## src/rtl/cve2_mem_arbiter_if.sv

```systemverilog
// Bundle of the instruction, data and shared-memory ports of cve2_mem_arbiter.
// slave = arbiter view, master = requester/memory environment view.
interface cve2_mem_arbiter_if;
  logic        instr_req_i;
  logic [31:0] instr_addr_i;
  logic        instr_gnt_o;
  logic        instr_rvalid_o;
  logic [31:0] instr_rdata_o;
  logic        instr_err_o;

  logic        data_req_i;
  logic        data_we_i;
  logic [3:0]  data_be_i;
  logic [31:0] data_addr_i;
  logic [31:0] data_wdata_i;
  logic        data_gnt_o;
  logic        data_rvalid_o;
  logic [31:0] data_rdata_o;
  logic        data_err_o;

  logic        mem_req_o;
  logic        mem_we_o;
  logic [3:0]  mem_be_o;
  logic [31:0] mem_addr_o;
  logic [31:0] mem_wdata_o;
  logic        mem_gnt_i;
  logic        mem_rvalid_i;
  logic [31:0] mem_rdata_i;
  logic        mem_err_i;

  modport slave (
    input  instr_req_i, instr_addr_i,
    output instr_gnt_o, instr_rvalid_o, instr_rdata_o, instr_err_o,
    input  data_req_i, data_we_i, data_be_i, data_addr_i, data_wdata_i,
    output data_gnt_o, data_rvalid_o, data_rdata_o, data_err_o,
    output mem_req_o, mem_we_o, mem_be_o, mem_addr_o, mem_wdata_o,
    input  mem_gnt_i, mem_rvalid_i, mem_rdata_i, mem_err_i
  );

  modport master (
    output instr_req_i, instr_addr_i,
    input  instr_gnt_o, instr_rvalid_o, instr_rdata_o, instr_err_o,
    output data_req_i, data_we_i, data_be_i, data_addr_i, data_wdata_i,
    input  data_gnt_o, data_rvalid_o, data_rdata_o, data_err_o,
    input  mem_req_o, mem_we_o, mem_be_o, mem_addr_o, mem_wdata_o,
    output mem_gnt_i, mem_rvalid_i, mem_rdata_i, mem_err_i
  );
endinterface

```

## src/rtl/cve2_mem_arbiter.sv

```systemverilog
// Two-requester (instr/data) arbiter onto one memory port with in-order response routing.
// Define CVE2_ARB_RR_EN for round-robin priority; default is fixed data-first priority.
module cve2_mem_arbiter #(
  parameter int unsigned MaxOutstanding = 2
) (
  input  logic              clk_i,
  input  logic              rst_ni,
  cve2_mem_arbiter_if.slave bus,
  output logic              busy_o
);
  localparam int unsigned     CntW    = $clog2(MaxOutstanding + 1);
  localparam int unsigned     PtrW    = (MaxOutstanding > 1) ? $clog2(MaxOutstanding) : 1;
  localparam logic [PtrW-1:0] LastPtr = PtrW'(MaxOutstanding - 1);
  localparam logic [CntW-1:0] FullCnt = CntW'(MaxOutstanding);

  typedef enum logic {IDLE, WAIT_GNT} state_e;

  state_e                  state_q, state_d;
  logic                    sel_q, sel_d;
  logic                    sel, pri_sel;
  logic                    allow_req, grant, pop, head_id;
  logic [MaxOutstanding-1:0] id_fifo_q;
  logic [PtrW-1:0]         rd_ptr_q, wr_ptr_q;
  logic [CntW-1:0]         cnt_q;

  function automatic logic [PtrW-1:0] ptr_inc(input logic [PtrW-1:0] p);
    return (p == LastPtr) ? '0 : p + PtrW'(1);
  endfunction

`ifdef CVE2_ARB_RR_EN
  // last_q = 1 means data was granted last, so instr wins the next tie.
  logic last_q;

  always_comb begin
    if (bus.instr_req_i && bus.data_req_i) pri_sel = ~last_q;
    else                                   pri_sel = bus.data_req_i;
  end

  always_ff @(posedge clk_i or negedge rst_ni) begin
    if (!rst_ni)    last_q <= 1'b1;
    else if (grant) last_q <= sel;
  end
`else
  assign pri_sel = bus.data_req_i;
`endif

  // A stalled request keeps its source so the memory payload cannot switch under it.
  assign sel       = (state_q == WAIT_GNT) ? sel_q : pri_sel;
  assign allow_req = (cnt_q != FullCnt) || bus.mem_rvalid_i;
  assign grant     = bus.mem_req_o & bus.mem_gnt_i;
  assign pop       = bus.mem_rvalid_i & (cnt_q != '0);
  assign head_id   = id_fifo_q[rd_ptr_q];

  always_ff @(posedge clk_i or negedge rst_ni) begin
    if (!rst_ni) begin
      state_q <= IDLE;
      sel_q   <= 1'b0;
    end else begin
      state_q <= state_d;
      sel_q   <= sel_d;
    end
  end

  always_comb begin
    state_d = state_q;
    sel_d   = sel_q;
    unique case (state_q)
      IDLE: begin
        if (bus.mem_req_o && !bus.mem_gnt_i) begin
          state_d = WAIT_GNT;
          sel_d   = sel;
        end
      end
      WAIT_GNT: begin
        if (!bus.mem_req_o || bus.mem_gnt_i) state_d = IDLE;
      end
      default: state_d = IDLE;
    endcase
  end

  always_ff @(posedge clk_i or negedge rst_ni) begin
    if (!rst_ni) begin
      rd_ptr_q <= '0;
      wr_ptr_q <= '0;
      cnt_q    <= '0;
    end else begin
      if (grant) wr_ptr_q <= ptr_inc(wr_ptr_q);
      if (pop)   rd_ptr_q <= ptr_inc(rd_ptr_q);
      unique case ({grant, pop})
        2'b10:   cnt_q <= cnt_q + CntW'(1);
        2'b01:   cnt_q <= cnt_q - CntW'(1);
        default: cnt_q <= cnt_q;
      endcase
    end
  end

  // ID storage is qualified by the pointers/count, so it needs no reset.
  always_ff @(posedge clk_i) begin
    if (grant) id_fifo_q[wr_ptr_q] <= sel;
  end

  assign bus.mem_req_o   = rst_ni & allow_req & (sel ? bus.data_req_i : bus.instr_req_i);
  assign bus.mem_we_o    = sel & bus.data_we_i;
  assign bus.mem_be_o    = sel ? bus.data_be_i : 4'hF;
  assign bus.mem_addr_o  = sel ? bus.data_addr_i : bus.instr_addr_i;
  assign bus.mem_wdata_o = sel ? bus.data_wdata_i : 32'h0;

  assign bus.instr_gnt_o = grant & ~sel;
  assign bus.data_gnt_o  = grant & sel;

  assign bus.instr_rvalid_o = pop & ~head_id;
  assign bus.data_rvalid_o  = pop & head_id;
  assign bus.instr_rdata_o  = bus.mem_rdata_i;
  assign bus.data_rdata_o   = bus.mem_rdata_i;
  assign bus.instr_err_o    = bus.mem_err_i;
  assign bus.data_err_o     = bus.mem_err_i;

  assign busy_o = rst_ni & ((cnt_q != '0) | bus.mem_req_o);
endmodule

```

## src/flat_wrapper.sv

```systemverilog
// flat-port wrapper written by rule: the top's interface ports become plain ports
module cve2_mem_arbiter_flat 
#(
  parameter int unsigned MaxOutstanding = 2
)
  (clk_i, rst_ni, busy_o, bus_instr_req_i, bus_instr_addr_i, bus_instr_gnt_o, bus_instr_rvalid_o, bus_instr_rdata_o, bus_instr_err_o, bus_data_req_i, bus_data_we_i, bus_data_be_i, bus_data_addr_i, bus_data_wdata_i, bus_data_gnt_o, bus_data_rvalid_o, bus_data_rdata_o, bus_data_err_o, bus_mem_req_o, bus_mem_we_o, bus_mem_be_o, bus_mem_addr_o, bus_mem_wdata_o, bus_mem_gnt_i, bus_mem_rvalid_i, bus_mem_rdata_i, bus_mem_err_i);
  cve2_mem_arbiter_if bus_i ();
  input  logic clk_i;
  input  logic rst_ni;
  output logic busy_o;
  input wire logic [$bits(bus_i.instr_req_i)-1:0] bus_instr_req_i;
  input wire logic [$bits(bus_i.instr_addr_i)-1:0] bus_instr_addr_i;
  output wire logic [$bits(bus_i.instr_gnt_o)-1:0] bus_instr_gnt_o;
  output wire logic [$bits(bus_i.instr_rvalid_o)-1:0] bus_instr_rvalid_o;
  output wire logic [$bits(bus_i.instr_rdata_o)-1:0] bus_instr_rdata_o;
  output wire logic [$bits(bus_i.instr_err_o)-1:0] bus_instr_err_o;
  input wire logic [$bits(bus_i.data_req_i)-1:0] bus_data_req_i;
  input wire logic [$bits(bus_i.data_we_i)-1:0] bus_data_we_i;
  input wire logic [$bits(bus_i.data_be_i)-1:0] bus_data_be_i;
  input wire logic [$bits(bus_i.data_addr_i)-1:0] bus_data_addr_i;
  input wire logic [$bits(bus_i.data_wdata_i)-1:0] bus_data_wdata_i;
  output wire logic [$bits(bus_i.data_gnt_o)-1:0] bus_data_gnt_o;
  output wire logic [$bits(bus_i.data_rvalid_o)-1:0] bus_data_rvalid_o;
  output wire logic [$bits(bus_i.data_rdata_o)-1:0] bus_data_rdata_o;
  output wire logic [$bits(bus_i.data_err_o)-1:0] bus_data_err_o;
  output wire logic [$bits(bus_i.mem_req_o)-1:0] bus_mem_req_o;
  output wire logic [$bits(bus_i.mem_we_o)-1:0] bus_mem_we_o;
  output wire logic [$bits(bus_i.mem_be_o)-1:0] bus_mem_be_o;
  output wire logic [$bits(bus_i.mem_addr_o)-1:0] bus_mem_addr_o;
  output wire logic [$bits(bus_i.mem_wdata_o)-1:0] bus_mem_wdata_o;
  input wire logic [$bits(bus_i.mem_gnt_i)-1:0] bus_mem_gnt_i;
  input wire logic [$bits(bus_i.mem_rvalid_i)-1:0] bus_mem_rvalid_i;
  input wire logic [$bits(bus_i.mem_rdata_i)-1:0] bus_mem_rdata_i;
  input wire logic [$bits(bus_i.mem_err_i)-1:0] bus_mem_err_i;
  assign bus_i.instr_req_i = bus_instr_req_i;
  assign bus_i.instr_addr_i = bus_instr_addr_i;
  assign bus_instr_gnt_o = bus_i.instr_gnt_o;
  assign bus_instr_rvalid_o = bus_i.instr_rvalid_o;
  assign bus_instr_rdata_o = bus_i.instr_rdata_o;
  assign bus_instr_err_o = bus_i.instr_err_o;
  assign bus_i.data_req_i = bus_data_req_i;
  assign bus_i.data_we_i = bus_data_we_i;
  assign bus_i.data_be_i = bus_data_be_i;
  assign bus_i.data_addr_i = bus_data_addr_i;
  assign bus_i.data_wdata_i = bus_data_wdata_i;
  assign bus_data_gnt_o = bus_i.data_gnt_o;
  assign bus_data_rvalid_o = bus_i.data_rvalid_o;
  assign bus_data_rdata_o = bus_i.data_rdata_o;
  assign bus_data_err_o = bus_i.data_err_o;
  assign bus_mem_req_o = bus_i.mem_req_o;
  assign bus_mem_we_o = bus_i.mem_we_o;
  assign bus_mem_be_o = bus_i.mem_be_o;
  assign bus_mem_addr_o = bus_i.mem_addr_o;
  assign bus_mem_wdata_o = bus_i.mem_wdata_o;
  assign bus_i.mem_gnt_i = bus_mem_gnt_i;
  assign bus_i.mem_rvalid_i = bus_mem_rvalid_i;
  assign bus_i.mem_rdata_i = bus_mem_rdata_i;
  assign bus_i.mem_err_i = bus_mem_err_i;
  cve2_mem_arbiter #(.MaxOutstanding(MaxOutstanding)) u_core (.clk_i(clk_i), .rst_ni(rst_ni), .bus(bus_i), .busy_o(busy_o));
endmodule
```

## config.mk

```make
export PLATFORM = sky130hd
export DESIGN_NAME = cve2_mem_arbiter_flat
export DESIGN_NICKNAME = d
export VERILOG_FILES = /design/src/rtl/cve2_mem_arbiter_if.sv /design/src/rtl/cve2_mem_arbiter.sv /design/src/flat_wrapper.sv
export SDC_FILE = /design/constraint.sdc
export NUM_CORES = 1
export LEC_CHECK = 0
export CAP_MARGIN = 0
export CELL_PAD_IN_SITES_DETAIL_PLACEMENT = 1
export CELL_PAD_IN_SITES_GLOBAL_PLACEMENT = 1
export CORE_AREA = 3 3 120 122
export CTS_BUF_LIST = sky130_fd_sc_hd__clkbuf_8 sky130_fd_sc_hd__clkbuf_16
export DETAILED_ROUTE_END_ITERATION = 10
export DIE_AREA = 0 0 123 125
export PLACE_DENSITY = 0.75
export RECOVER_POWER = 50
export SYNTH_ARGS = -nofsm -noshare
export SYNTH_HDL_FRONTEND = slang
export SYNTH_SLANG_ARGS = --single-unit
```

## constraint.sdc

```tcl
create_clock -name clk_i -period 2.1 [get_ports clk_i]
set_clock_uncertainty 0.15 [all_clocks]
set_input_delay 0.42 -clock clk_i [delete_from_list [all_inputs] [get_ports clk_i]]
set_output_delay 0.42 -clock clk_i [all_outputs]
set_load 0.02 [all_outputs]
```

==> summary.txt, run 1 <==
Synth
  • Synth Area in Adders: 0.7843%
  • Number of library cell types mapped by synthesis: 30
  • Xor-xnor portion of the synthesized cell area: 2.745%
  • Syn_area_per_cell: 8.717 µm²
  • Sequential area share after synthesis: 13.18%
  • Synthesized flop and latch total: 8
  • Cells after synthesis: 183
  • Post-Synth Simple-Gate Area: 21.02%
  • Largest family of logic cells by synthesized area: buffers and inverters
  • Syn_nets: 324
  • Warnings from Yosys: 0
  • Post-synthesis compound-gate area fraction: 2.275%
  • Mapped Area: 1595 µm²
  • Mux contribution to synthesized area: 24.16%

Drt
  • Via density: 3.604
  • DR WL/cell: 14.99 µm
  • DRC Markers: 0
  • Iteration-0 DRC count of the detailed router: 21
  • Final WL: 7419 µm
  • DRT Pass-1 Iters: 4
  • Via count: 1784
  • Routed Antenna Nets: 0

Layout
  • Layout cells sized above 1: 47.96%
  • Layout Cells excl Fill: 495
  • Final Util: 25.07%
  • Fill cells: 1575
  • Final #Nets: 462
  • Synth-to-layout area growth: 108.9%
  • Diode count: 0

Placed design
  • IO buf count: 181
  • Gpl congestion: 0.7197
  • HPWL Detailed: 5534 µm
  • Inst Count DP: 478

Power
  • Switch Pwr: 0.0007521 W
  • Tot Pwr: 0.002009 W
  • IR drop worst, VDD: 0.2310 mV
  • Sequential share of power: 13.4%
  • Internal power: 0.001257 W
  • Clock power frac: 15.9%
  • Sw frac: 37.43%
  • Comb pwr share: 70.7%
  • Power Dens Cells: 602.8 nW/µm²
  • Pleak: 1.459 nW

Global routing
  • First-pass GRT wire length: 10260 µm
  • Initial antenna violation count: 0
  • Largest net degree at the start of global routing: 40
  • Total GRT Usage: 8.328%
  • Gr ovfl total: 0
  • Vias in the first global route: 1990

Clock tree
  • CTS Buffer Depth: 2
  • Reg clk slew, reported paths: 0.04 ns
  • Htree depth: 1
  • Clock sinks: 8
  • CTS buffer count: 3
  • CTS tree: built
  • Skew-Pair Late Insertion Delay: 0.23 ns
  • Clock Root Buffer: clkbuf_16

Timing
  • Worst Max-Slew Pin Slew: 0.4137 ns
  • Setup TNS: -6.813 ns
  • Slew HR: 72.42%
  • Worst path setup slack after routing: -0.1691 ns
  • Max frequency: 0.4407 GHz
  • Hold Vio Cnt, Final: 0
  • Slew Viols, Final: 0
  • Final min period: 2.269 ns
  • Setup violators final: 74
  • Final period util: 108.1%
  • RSZ-0062 raised after global routing: true

Die
  • Initial Utilization: 12.00%
  • Core region area: 13300 µm²
  • Die area: 15380 µm²
  • Die width: 123 µm
  • Chip Height: 125 µm
  • Core Rows: 42
  • Ports: 281

Worst setup path
  • Critical path data arrival time: 1.70 ns
  • Crit Path Class: reg -> out
  • Req. time, crit path: 1.53 ns
  • CP Max Fanout: 5
  • Worst setup SP type: register
  • Worst Setup End Kind: primary output

Hold path
  • Hold WC Path Type: in -> async

Run status
  • Failing checks: negative setup slack
  • Outcome: finished, violations left

Job
  • MaxCap Viol Count: 0
cell families after synthesis:
kind of cell / Yosys count
adder cells (fa/ha/maj): 1
XOR/XNOR: 5
multiplexers: 34
AO/OA/AOI/OAI: 4
flip-flops: 8
buffers and inverters: 77
AND/OR/NAND/NOR: 54
worst max-delay path: stages (launching register included):
cell and delay, ns:
dfrtp_2 0.44, mux2_8 0.42, buf_6 0.14, mux2_4 0.32, buf_6 0.14
cells in the mapped netlist:
cell type  count  area share [%]
buf_6          4             2.8
and3_4         1            0.71
and3_2         2            0.94
and2_2         1            0.47
nor2_1         5             1.2
dfrtp_1        6             9.4
xnor2_1        4             2.2
nor3_1         1            0.31
mux2_2        29              20
nor2b_1        1            0.39
or3b_1         1            0.55
ha_1           1            0.78
mux2_1         3             2.1
inv_6          1            0.55
mux2_4         1            0.94
inv_1          2            0.47
mux2i_1        1            0.63
nand2_4        1            0.71
buf_4         66              31
o21ai_0        2            0.63
edfxtp_1       2             3.8
xor2_1         1            0.55
nand3b_1       1            0.47
nand3_1        1            0.31
nand2_1        2            0.47
clkbuf_1       4            0.94
o21ai_4        1             1.0
and2_1        33              13
a32o_1         1            0.63
nand2b_1       4             1.6
what timing repair did:
item	in CTS	in global routing
hold buffers	0	0
gates resized for setup	345	46
setup buffers	7	4
endpoints found under the setup margin	80	77
pin swaps	3	9
hold endpoints to repair	0	0
gates cloned	3	1
registers in the layout, summed over array words and instances, names as in the netlist:
| name | count |
|---|---|
| u_core.id_fifo_q | 2 |
| u_core.sel_q | 1 |
| u_core.rd_ptr_q | 1 |
| u_core.wr_ptr_q | 1 |
| u_core.cnt_q | 2 |
| u_core.state_q | 1 |
layout make-up:
cell class	instances	area, µm²	area share [%]
timing repair buffer	204	1877	56.31
multi-input combinational	101	932.1	27.97
tap	176	220.2	6.607
sequential	8	212.7	6.381
clock buffer	3	75.07	2.252
inverter	3	16.27	0.4880
final timing paths:
| check | slack (ns) | to | cells past startpoint | from |
|---|---|---|---|---|
| worst max-delay path | -0.17 | bus_mem_addr_o[6] | 4 | u_core.state_q |
| worst min-delay path | 0.24 | u_core.rd_ptr_q | 2 | rst_ni |
| worst max register to register | -0.04 | u_core.cnt_q[1] | 10 | u_core.state_q |
| worst min register to register | 0.35 | u_core.rd_ptr_q | 1 | u_core.rd_ptr_q |
| max in group asynchronous | 1.25 | u_core.state_q | 2 | rst_ni |
| min in group clk_i | 0.35 | u_core.rd_ptr_q | 1 | u_core.rd_ptr_q |
cell usage in the layout (no fill, tap or decap), types with 2 or more instances in the layout:
cell type,n
inv_1,2
mux2_2,29
xnor2_1,3
edfxtp_1,2
clkdlybuf4s50_1,103
and3_2,2
and2_1,32
buf_4,22
buf_6,34
buf_12,2
nand2_4,2
dlygate4sd2_1,2
nand2b_1,4
dfrtp_2,2
dfrtp_1,4
mux2_4,6
nor2_1,3
nor2_2,2
clkbuf_16,4
buf_2,36
power groups by stage:
| stage | Clock (W) | Combinational [W] | Sequential [W] |
|---|---|---|---|
| final | 0.000319 | 0.00142 | 0.000270 |
| after global placement | 0 | 0.00128 | 0.000249 |
| after global routing | 0.000333 | 0.00152 | 0.000276 |
| after floorplan | 0 | 0.000806 | 0.000259 |
| after detailed placement | 0 | 0.00130 | 0.000255 |
| after CTS | 0.000325 | 0.00130 | 0.000276 |
stage by stage:
stage / hold slack [ns] / setup slack, ns / instance area (µm²)
global route: 0.3046 / -0.2023 / 3333
CTS: 0.3466 / -0.1688 / 3154
floorplan: -0.02559 / 0.03706 / 1595
finish: 0.2393 / -0.1691 / 3333
detailed placement: 0.3396 / -0.9099 / 3172
global placement: 0.3221 / -0.8631 / 3172
routing by layer:
layer | part of all wire [%] | global-route usage, % | up-vias
li1 | - | - | 804
met1 | 34 | 8.779 | 809
met2 | 50 | 15.47 | 155
met3 | 14 | 3.117 | 16
met4 | 1.5 | 1.954 | 0
met5 | 0 | 0 | -
Note: power is estimated with default switching activity, not from simulation.
==> run 2, diff against run 1 <==
PLACE_DENSITY = not set   (was 0.75)
PLACE_DENSITY_LB_ADDON = 0.1   (was not set)
==> summary.txt, run 2 (same netlist as run 1, synthesis figures left out) <==
Run status
  • Outcome: finished, violations left
  • Failing checks: negative setup slack

Worst setup path
  • RR Endpoint: u_core.cnt_q[1]
  • R2R cell count: 10
  • Worst setup SP type: register
  • CP Max Fanout: 6
  • Req. time, crit path: 1.53 ns
  • Internal reg-to-reg setup slack: 0 ns
  • Reg2Reg Launch Point: u_core.state_q
  • Critical path data arrival time: 1.69 ns
  • Crit Path Class: reg -> out
  • Worst Setup End Kind: primary output

Clock tree
  • Reg clk slew, reported paths: 0.04 ns
  • Clock sinks: 8
  • CTS tree: built
  • CTS buffer count: 3
  • CTS Buffer Depth: 2
  • Htree depth: 1
  • Skew-Pair Late Insertion Delay: 0.24 ns
  • Clock Root Buffer: clkbuf_16

Layout
  • Final Util: 29.21%
  • Top flop regs: u_core.cnt_q x2, u_core.id_fifo_q x2
  • Commonest cells after routing, fill and taps aside: 103 x clkdlybuf4s50_1, 78 x buf_6, 33 x and2_4
  • Finished Cell Area: 3884 µm²
  • Leading cell type in the layout, fill and taps excluded: clkdlybuf4s50_1
  • Layout cells sized above 1: 58.41%
  • Fill cells: 1504
  • Synth-to-layout area growth: 143.5%
  • Diode count: 0
  • Final #Nets: 469

Drt
  • Routed Antenna Nets: 0
  • Iteration-0 DRC count of the detailed router: 18
  • Via count: 1716
  • DRT Pass-1 Iters: 4
  • DR WL/cell: 16.12 µm
  • Via density: 3.412
  • DRC Markers: 0
  • Final WL: 8108 µm

Timing
  • Max frequency: 0.4417 GHz
  • Final period util: 107.8%
  • Hold Vio Cnt, Final: 0
  • RSZ-0062 raised after global routing: true
  • Final min period: 2.264 ns
  • Slew HR: 70.85%
  • Slew Viols, Final: 0
  • Worst path setup slack after routing: -0.1640 ns
  • Setup violators final: 66
  • Worst Max-Slew Pin Slew: 0.4373 ns
  • Setup TNS: -6.256 ns

Job
  • MaxCap Viol Count: 0

Hold path
  • Hold WC Path Type: in -> async

Placed design
  • DP Area: 3207 µm²
  • Gpl congestion: 0.7118
  • HPWL Detailed: 6266 µm
  • IO buf count: 181

Die
  • Chip Height: 125 µm
  • Ports: 281
  • Die area: 15380 µm²
  • Die width: 123 µm
  • Core Rows: 42
  • Core region area: 13300 µm²
  • Initial Utilization: 12.00%

Global routing
  • Total GRT Usage: 9.628%
  • Gr ovfl total: 0
  • Vias in the first global route: 1798
  • First-pass GRT wire length: 11280 µm
  • Largest net degree at the start of global routing: 13
  • Initial antenna violation count: 0

Power
  • Power Dens Cells: 589.2 nW/µm²
  • Pleak: 1.689 nW
  • IR drop worst, VDD: 0.2067 mV
run 2: cell types whose count changed in the layout (fill, tap and decap cells not counted), moves of 5 or more:
| cell | change |
|---|---|
| buf_16 | +5 |
| buf_2 | -36 |
| and2_1 | -32 |
| buf_4 | -9 |
| and2_4 | +32 |
| buf_6 | +44 |
run 2: worst max path at each step:
stage | startpoint | end | slack [ns] | cells past startpoint
6_report | u_core.state_q | bus_mem_addr_o[4] | -0.16 | 4
5_1_grt | u_core.state_q | bus_mem_addr_o[4] | -0.20 | 4
2_1_floorplan | u_core.state_q | bus_instr_gnt_o | 0.04 | 4
3_5_place_dp | bus_data_req_i | busy_o | -0.76 | 6
4_1_cts | u_core.state_q | bus_mem_addr_o[4] | -0.18 | 4
3_3_place_gp | bus_data_req_i | bus_instr_gnt_o | -0.73 | 5
run 2: cell type report:
type,instances,area [µm²],area share (%)
Clock buffer,3,75.07,1.933
Sequential cell,8,211.5,5.445
Multi-Input combinational cell,99,994.7,25.61
Tap cell,176,220.2,5.670
Timing Repair Buffer,213,2362,60.82
Clock inverter,1,3.754,0.09665
Inverter,3,16.27,0.4188
run 2: per-stage QoR:
stage / worst slack [ns] / power (W) / hold WS (ns) / std cells
floorplan: 0.03706 / 0.001066 / -0.02559 / 183
global placement: -0.7266 / 0.001568 / 0.3334 / 483
detailed placement: -0.7569 / 0.001571 / 0.3420 / 483
CTS: -0.1787 / 0.002190 / 0.3515 / 499
finish: -0.1640 / 0.002288 / 0.2809 / 503
global route: -0.2018 / 0.002428 / 0.3175 / 503
run 2: routing by layer:
layer / vias up / GRT usage [%] / routed length (µm)
met4: 0 / 2.085 / 70
met2: 108 / 17.92 / 4244
met1: 779 / 10.52 / 2849
li1: 820 / - / -
met5: - / 0 / 0
met3: 9 / 3.071 / 943
run 2: timing repair:
item	CTS	global route
endpoints found under the setup margin	80	74
pin swaps	20	23
gates cloned	6	2
buffers inserted	6	2
hold buffers	0	0
gates resized for setup	450	54
run 2: report_power, final:
group	switching [W]	internal, W	leakage, nW
clock	0.0000809	0.000248	0.0423
sequential	0.0000381	0.000218	0.0884
combinational	0.000676	0.00103	1.56
total	0.000795	0.00149	1.69
run 2: critical path, stage by stage, from the launching register on:
cell,delay [ns]
dfrtp_2,0.43
mux2_4,0.41
buf_6,0.17
mux2_4,0.30
buf_6,0.13
==> run 3, diff against run 2 <==
CORE_AREA = 8 8 125 127   (was 3 3 120 122)
DIE_AREA = 0 0 133 135   (was 0 0 123 125)
==> summary.txt, run 3 (same netlist as run 1, synthesis figures left out) <==
Run status
  • Outcome: finished, violations left
  • Failing checks: negative setup slack

Layout
  • Diode count: 0
  • Finished Cell Area: 3695 µm²
  • Commonest cells after routing, fill and taps aside: 103 x clkdlybuf4s50_1, 65 x buf_6, 28 x mux2_2
  • Final #Nets: 466
  • FF/Latch Area: 210.2 µm²
  • Synth-to-layout area growth: 131.6%
  • Layout cells sized above 1: 53.40%
  • Multi-input logic area: 922.1 µm²
  • Layout Cells excl Fill: 504
  • Fill cells: 1551
  • Leading cell type in the layout, fill and taps excluded: clkdlybuf4s50_1
  • Top flop regs: u_core.cnt_q x2, u_core.id_fifo_q x2

Die
  • Chip Height: 135 µm
  • Initial Utilization: 11.72%
  • Core Rows: 43
  • Ports: 281
  • Die width: 133 µm
  • Core region area: 13610 µm²
  • Die area: 17960 µm²

Global routing
  • Total GRT Usage: 9.075%
  • Vias in the first global route: 1977
  • Gr ovfl total: 0
  • First-pass GRT wire length: 12700 µm
  • Largest net degree at the start of global routing: 14
  • Initial antenna violation count: 0

Drt
  • Via density: 3.484
  • Met3 WL: 902 µm
  • DRC Markers: 0
  • DRT Pass-1 Iters: 2
  • DR top layer: met4
  • Final WL: 8739 µm
  • M1 WL: 3448 µm
  • Met2 routed WL: 4307 µm
  • Via count: 1756
  • DR WL/cell: 17.34 µm
  • Iteration-0 DRC count of the detailed router: 33
  • Routed Antenna Nets: 0

Timing
  • Setup violators final: 63
  • Slew HR: 73.81%
  • RSZ-0062 raised after global routing: true
  • Worst Max-Slew Pin Slew: 0.3929 ns
  • Final period util: 111.7%
  • Worst path setup slack after routing: -0.2466 ns
  • Max frequency: 0.4262 GHz
  • Hold Vio Cnt, Final: 0
  • Slew Viols, Final: 0
  • Final min period: 2.347 ns

Worst setup path
  • Worst setup SP type: register
  • CP Max Fanout: 6
  • Crit Path Class: reg -> out
  • Critical path data arrival time: 1.78 ns
  • Worst Setup End Kind: primary output
  • Req. time, crit path: 1.53 ns

Clock tree
  • Htree depth: 1
  • Clock Root Buffer: clkbuf_16
  • Clock sinks: 8
  • Skew-Pair Late Insertion Delay: 0.23 ns
  • Reg clk slew, reported paths: 0.04 ns
  • CTS Buffer Depth: 2
  • Cts hold-fix bufs: 0
  • CTS tree: built
  • CTS buffer count: 3

Placed design
  • Gpl congestion: 0.6688
  • Dpl ws: -0.7190 ns
  • Inst Count DP: 484
  • DP Area: 3217 µm²
  • IO buf count: 181
  • HPWL Detailed: 7049 µm

Hold path
  • Hold WC Path Type: in -> async

Power
  • Power Dens Cells: 592.9 nW/µm²
  • IR drop worst, VDD: 0.2925 mV
  • Pleak: 1.593 nW

Job
  • MaxCap Viol Count: 0
-- run 3: changes by cell type in the layout (fill, tap and decap cells not counted), moves of 2 or more --
cell | previous run | this run
buf_6 | 78 | 65
and2_1 | 0 | 10
and2_4 | 33 | 23
buf_4 | 13 | 20
buf_2 | 0 | 5
nand2b_1 | 0 | 4
nand2b_4 | 4 | 0
buf_16 | 5 | 3
buf_8 | 1 | 3
-- run 3: routing by layer --
layer,vias to the layer above,track usage [%]
li1,806,-
met1,802,10.09
met2,133,15.94
met3,15,3.826
met4,0,1.577
met5,-,0
-- run 3: timing repair --
item / 4_1_cts / 5_1_grt
gates cloned: 5 / 1
gates resized for setup: 456 / 27
pin swaps: 18 / 6
setup buffers: 11 / 2
hold endpoints to repair: 0 / 0
setup endpoints to repair: 77 / 71
-- run 3: worst max-delay path: stages, from the launching register on --
cell,delay (ns)
dfrtp_1,0.38
mux2_4,0.33
buf_12,0.15
buf_12,0.13
buf_4,0.13
mux2_2,0.27
buf_6,0.13
-- run 3: per-stage QoR --
stage | TNS [ns] | utilization (%) | hold slack, ns | total power [W]
after floorplan | 0 | - | -0.02559 | 0.001066
after global placement | -47.17 | 23.63 | 0.3263 | 0.001585
after detailed placement | -47.91 | 23.63 | 0.3308 | 0.001586
after CTS | -9.457 | 26.81 | 0.3347 | 0.002190
after global routing | -10.86 | 27.14 | 0.2777 | 0.002325
final | -8.120 | 27.14 | 0.2271 | 0.002191
-- run 3: area by class of cell --
type / instances / share of cell area [%]
multi-input cells: 98 / 24.96
clock inverters: 1 / 0.1016
well taps: 180 / 6.096
flip-flops and latches: 8 / 5.689
clock buffers: 3 / 2.032
inverters: 3 / 0.4402
repair buffers: 211 / 60.68
-- run 3: worst paths after layout --
| check | to | slack, ns | startpoint | cells past startpoint |
|---|---|---|---|---|
| max in group asynchronous | u_core.sel_q | 1.29 | rst_ni | 2 |
| setup reg to reg | u_core.cnt_q[1] | 0.07 | u_core.state_q | 10 |
| min in group clk_i | u_core.wr_ptr_q | 0.34 | u_core.wr_ptr_q | 1 |
| setup / recovery | bus_mem_addr_o[21] | -0.25 | u_core.state_q | 6 |
| hold / removal | u_core.rd_ptr_q | 0.23 | rst_ni | 2 |
| hold reg to reg | u_core.wr_ptr_q | 0.34 | u_core.wr_ptr_q | 1 |
-- run 3: where the power goes --
group	switching [W]	internal, W
Sequential	0.0000317	0.000218
Clock	0.0000798	0.000248
Combinational	0.000659	0.000953
Total	0.000771	0.00142
